**src/rtl/dma_ch_arb.sv**
```systemverilog
// Four-channel DMA grant arbiter: highest {req, effective priority} wins (lowest index on ties),
// aged channels are escalated to all-ones, and the grant stays locked until the engine signals done.
module dma_ch_arb #(
    parameter int unsigned DW     = 8,
    parameter int unsigned AGE_W  = 4,
    parameter int unsigned AGE_TH = 15
) (
    input  logic          clk,
    input  logic          rst_n,
    input  logic [3:0]    req,
    input  logic [DW-1:0] pri0,
    input  logic [DW-1:0] pri1,
    input  logic [DW-1:0] pri2,
    input  logic [DW-1:0] pri3,
    output logic          grant_valid,
    input  logic          grant_ready,
    output logic [1:0]    grant_id,
    output logic [DW-1:0] grant_pri,
    output logic          busy,
    input  logic          done
);

    localparam logic [AGE_W-1:0] AgeMax = AGE_TH[AGE_W-1:0];

    typedef enum logic [1:0] {StIdle, StOffer, StBusy} state_e;

    state_e           state;
    logic [DW-1:0]    pri_arr [4];
    logic [DW-1:0]    eff     [4];
    logic [DW:0]      key     [4];
    logic [AGE_W-1:0] age_q   [4];
    logic [1:0]       w01, w23, win;

    assign pri_arr[0] = pri0;
    assign pri_arr[1] = pri1;
    assign pri_arr[2] = pri2;
    assign pri_arr[3] = pri3;

    // The req bit sits above the priority so a non-requester can never win.
    always_comb begin
        for (int i = 0; i < 4; i++) begin
            eff[i] = (age_q[i] == AgeMax) ? '1 : pri_arr[i];
            key[i] = {req[i], eff[i]};
        end
    end

    // >= at every node resolves equal keys toward the lower index.
    always_comb begin
        w01 = (key[0] >= key[1]) ? 2'd0 : 2'd1;
        w23 = (key[2] >= key[3]) ? 2'd2 : 2'd3;
        win = (key[w01] >= key[w23]) ? w01 : w23;
    end

    always_ff @(posedge clk or negedge rst_n) begin
        if (!rst_n) begin
            state       <= StIdle;
            grant_valid <= 1'b0;
            busy        <= 1'b0;
            grant_id    <= 2'd0;
            grant_pri   <= '0;
            for (int i = 0; i < 4; i++) begin
                age_q[i] <= '0;
            end
        end else begin
            unique case (state)
                StIdle: begin
                    if (|req) begin
                        grant_id    <= win;
                        grant_pri   <= eff[win];
                        grant_valid <= 1'b1;
                        state       <= StOffer;
                    end
                end
                StOffer: begin
                    if (grant_ready) begin
                        grant_valid <= 1'b0;
                        busy        <= 1'b1;
                        state       <= StBusy;
                    end
                end
                StBusy: begin
                    if (done) begin
                        busy  <= 1'b0;
                        state <= StIdle;
                    end
                end
                default: state <= StIdle;
            endcase

            // A requester in IDLE always causes a decision, so IDLE+req marks the decision edge.
            for (int i = 0; i < 4; i++) begin
                if (!req[i] || (state == StIdle && win == i[1:0])) begin
                    age_q[i] <= '0;
                end else if (state == StIdle && age_q[i] != AgeMax) begin
                    age_q[i] <= age_q[i] + 1'b1;
                end
            end
        end
    end

endmodule

```
**config.mk**
```make
export PLATFORM = sky130hd
export DESIGN_NAME = dma_ch_arb
export DESIGN_NICKNAME = d
export VERILOG_FILES = /design/src/rtl/dma_ch_arb.sv
export SDC_FILE = /design/constraint.sdc
export NUM_CORES = 1
export LEC_CHECK = 0
export BUFFER_PORTS_ARGS = -buffer_cell sky130_fd_sc_hd__buf_2
export CORE_MARGIN = 4
export CORE_UTILIZATION = 45
export CTS_CLUSTER_DIAMETER = 120
export DETAILED_ROUTE_END_ITERATION = 10
export PLACE_DENSITY = 0.69
export SYNTH_ARGS = -nofsm -noshare
export SYNTH_HDL_FRONTEND = slang
export SYNTH_SLANG_ARGS = --single-unit
export TNS_END_PERCENT = 10
```
**constraint.sdc**
```tcl
create_clock -name clk -period 6.2 [get_ports clk]
set_clock_uncertainty 0.1 [all_clocks]
set_input_delay 0.62 -clock clk [delete_from_list [all_inputs] [get_ports clk]]
set_output_delay 0.62 -clock clk [all_outputs]
set_load 0.05 [all_outputs]
```
==> results <==
- The run finished with clean final reports.
- The leakage power is approximately 1.4 nW.
- The number of cells after detailed placement is 402.
- The first detailed-routing pass took 4 iterations.
- The die is 81.4 µm wide.
- The number of buffer and inverter stages on the critical path is 2.
- The cell area after synthesis is 2430 µm².
- The Yosys warning count is 0.
- The least setup slack across all paths after layout is 1.04 ns.
- The first global-routing pass estimated 9450 µm of wire.
- The worst path in the final design needs a cycle of 5.16 ns, including I/O delays and setup.
- Setup repair after global routing left no endpoint under its margin.
- The number of max-capacitance violations reported is 0.
- STA classifies the critical path startpoint as a register.
- Across all layers, the routed design uses 2,184 vias.
- In this run, synthesis inferred 0 flip-flops with an integrated enable.
- The iteration-0 DRC count of the detailed router is 106.
- The worst-case IR drop observed on VDD is 0.294 mV.
- The post-synthesis area per instance is 8.43 µm².
- Of all flip-flops after synthesis, the portion carrying an async set or reset was 100%.
- For this design the ratio of total power to cell area is about 350 nW/µm².
- The cell row count is 26.
- In this run, post-CTS repair resized a total of 0 instances.
- The number of global-route vias before repair is 2,069.
- The synthesized netlist contains 45 unique library cells.
- The tightest hold margin is 0.271 ns.
- The data required time of the critical path is ~6.2 ns.
- Data on the critical path arrives at its endpoint at 5.20 ns.
- Summed over all failing endpoints, the final setup total negative slack is 0 ns.
- The number of failing hold endpoints at the final stage is 0.
- The slowest stage of the critical path is the or4_4 cell.
- The share of the cycle needed by the critical path after routing is 83.2%.
- The post-synthesis sequential element count is 30.
- Entering global routing, the biggest net connects 31 pins.
- The number of diodes is 0.
- After detailed routing, the average wire length per cell comes to 13.8 µm.
- The largest incremental delay on the critical path is about 0.64 ns.
- The initial core utilization is 46.9%.
- The floorplan step defined a core boundary enclosing 5170 µm².
- The post-synthesis instance total is approximately 290.
- Synthesis produced a netlist with a net count of 357.
- The total chip power is between 0.9 and 1 mW.
- The routed via count divided by cell count is 5.33.
- The type of the worst min-delay path is in2async.
- For this design, the sink count on the clock tree is 30.
- The number of antenna violations at the first check in global routing is 0.
- The later pin in the worst-skew pair is clocked with a latency of 0.28 ns.
- The post-CTS setup repair buffer count is 0.
- The area growth from synthesis to layout is 15.8%.
- The classification of the worst setup path is reg2reg.
- The sequential cell area fraction in the yosys report is 30.9%.
- The cell family contributing the most delay on the critical path is simple AND/OR/NAND/NOR gates.
- In this run the tool buffered the top-level ports with 51 buffer cells.
- The critical path goes through ha_1 -> and3_1 -> nor2_1 -> inv_1 -> ha_1 -> nand2b_1 -> a21oi_1 -> o21ai_0 -> o311a_1 -> or4_4 -> mux2_2 -> ha_1 -> a21oi_1 -> o21ai_0 -> a21o_1 -> a31oi_1 -> inv_1 -> nor2_1 -> a21oi_1.
- The register-to-register setup slack is 1.04 ns.
- The CTS buffer count is 5.
- Routability-driven placement finished with a final weighted congestion of 0.821.
- The filler cells instantiated in the layout total 491.
- After clock tree synthesis, the clock-pin slew on the worst setup and hold paths is about 0.07 ns.
- Once layout is done, the placed cells without fillers occupy 2810 µm².
- In the final design database the tool counted 408 nets.
- Once layout is complete, the utilization of the core stands at 54.3%.
- Along the worst path, the maximum fanout reaches 14.
- The die covers 6630 µm².
- The overall die height is 81.4 µm.
- Based on the critical path, the design can be clocked at up to between 0.15 and 0.2 GHz.
- At the pin with the least slew margin, the transition time is 0.776 ns.
- The leftover overflow at the end of global routing is 0.
- The count of nets left with antenna violations once routing finished came out at 0.
- The number of primary I/O pins is 52.
- The number of slew-limit violations in the final report is 0.
- The instance area after placement is 2720 µm².
- For this block, the routed nets add up to about 5600 µm of wire.
- OpenSTA, run right after detailed placement, puts the worst setup slack at 1.14 ns.
- In the global route stage, overall resource usage came out at a little under a fifth.
- The count of cells in the finished layout, fillers not included, comes to 410.
- The count of endpoints failing setup in the final report is 0.
- In this run the tightest slew margin relative to its limit is 48.3%.
- Detailed placement ended at an HPWL of roughly 4600 µm.
- TritonCTS built the clock tree.
- The endpoint class of the critical path is a register.
- The root buffer cell is clkbuf_8.
- The DRC violation count after routing is 0.
- The top flip-flop cell by instance count after synthesis is dfrtp_1.
- Cells with a size suffix above 1 make up a little under a quarter of the layout.
- The clock tree buffer depth is 2.
- The hold buffer count at cts is 0.
- CTS built an H-tree with a depth of 2.
[synthesized netlist by cell type, types with 2 or more instances]
cell type  count  area [µm²]
o211ai_1       2        15.0
nor2_1        55         206
nand2b_1       5        31.3
buf_6          2        22.5
and3_1         3        18.8
o22ai_1        6        37.5
mux2_4         3        45.0
a31o_2         3        26.3
mux2_2         7        78.8
nor3_1         2        10.0
inv_1         21        78.8
clkbuf_1       4        15.0
xor2_1         6        52.6
a21o_1         4        30.0
a31oi_1        4        25.0
ha_1          29         363
o21ai_0       17        85.1
xnor2_1        3        26.3
nand2_1       22        82.6
a21oi_1       26         130
nand4_1        4        25.0
nand3_1        3        15.0
mux2i_1        6        60.1
dfrtp_1       30         751
[state kept, by name (all words and copies together) (netlist names)]
signal,flops
age_q,16
grant_pri,8
grant_id,2
state,2
busy,1
grant_valid,1
[metal layers]
metal / GRT usage [%] / routed length (µm) / vias to the layer above
met4: 4.73 / 46 / 0
li1: - / - / 1123
met1: 25.3 / 2670 / 1007
met5: 0 / 0 / -
met3: 2.96 / 311 / 4
met2: 29.3 / 2620 / 50
[layout make-up]
type | count | area (µm²) | share of cell area (%)
sequential | 30 | 751 | 26.7
clock inverter | 3 | 21.3 | 0.757
inverter | 21 | 78.8 | 2.80
timing repair buffer | 52 | 263 | 9.35
clock buffer | 5 | 68.8 | 2.45
multi-input combinational | 229 | 1540 | 54.8
tap | 70 | 87.6 | 3.12
[cells in the final DEF, fill, tap and decap left out, types with 3 or more instances in the layout]
| cell | netlist | routed |
|---|---|---|
| a21o_1 | 4 | 4 |
| nand3_1 | 3 | 3 |
| o22ai_1 | 6 | 6 |
| a31o_2 | 3 | 3 |
| nand2_1 | 22 | 22 |
| o21ai_0 | 17 | 17 |
| xor2_1 | 6 | 6 |
| clkbuf_8 | 0 | 5 |
| nand2b_1 | 5 | 5 |
| mux2i_1 | 6 | 6 |
| a31oi_1 | 4 | 4 |
| inv_1 | 21 | 21 |
| ha_1 | 29 | 29 |
| and3_1 | 3 | 3 |
| a21oi_1 | 26 | 26 |
| xnor2_1 | 3 | 3 |
| nand4_1 | 4 | 4 |
| mux2_4 | 3 | 3 |
| mux2_2 | 7 | 7 |
| buf_2 | 1 | 51 |
| dfrtp_1 | 30 | 30 |
| nor2_1 | 55 | 55 |
[power breakdown]
| part | internal (mW) | total [mW] | switching [mW] |
|---|---|---|---|
| sequential | 0.259 | 0.305 | 0.0456 |
| combinational | 0.164 | 0.517 | 0.352 |
| clock | 0.0787 | 0.158 | 0.0793 |
| total | 0.502 | 0.979 | 0.477 |
[final timing paths]
path                                   from           end  cells after the start
worst max-delay path               age_q[0]  grant_pri[7]                     19
worst min-delay path                  rst_n  grant_pri[5]                      1
worst max register to register     age_q[0]  grant_pri[7]                     19
worst min register to register  grant_valid   grant_valid                      2
max in group asynchronous             rst_n  grant_pri[3]                      1
min in group clk                grant_valid   grant_valid                      2
[cells by family after synthesis]
| logic type | Yosys count | share of synthesized area [%] |
|---|---|---|
| buf+inv | 29 | 5.62 |
| fa+ha+maj | 29 | 14.9 |
| simple gates | 101 | 18.6 |
| compound gates | 73 | 18.6 |
| mux | 17 | 8.14 |
| flops | 30 | 30.9 |
| xor+xnor | 9 | 3.25 |
[worst register-to-register path, stage by stage (launching register included)]
cell,delay (ns)
dfrtp_1,0.42
ha_1,0.25
and3_1,0.32
nor2_1,0.21
inv_1,0.06
ha_1,0.26
nand2b_1,0.14
a21oi_1,0.21
o21ai_0,0.13
o311a_1,0.13
or4_4,0.64
mux2_2,0.34
ha_1,0.29
a21oi_1,0.13
o21ai_0,0.10
a21o_1,0.15
a31oi_1,0.41
inv_1,0.18
nor2_1,0.40
a21oi_1,0.14
Note: power is estimated with default switching activity, not from simulation.
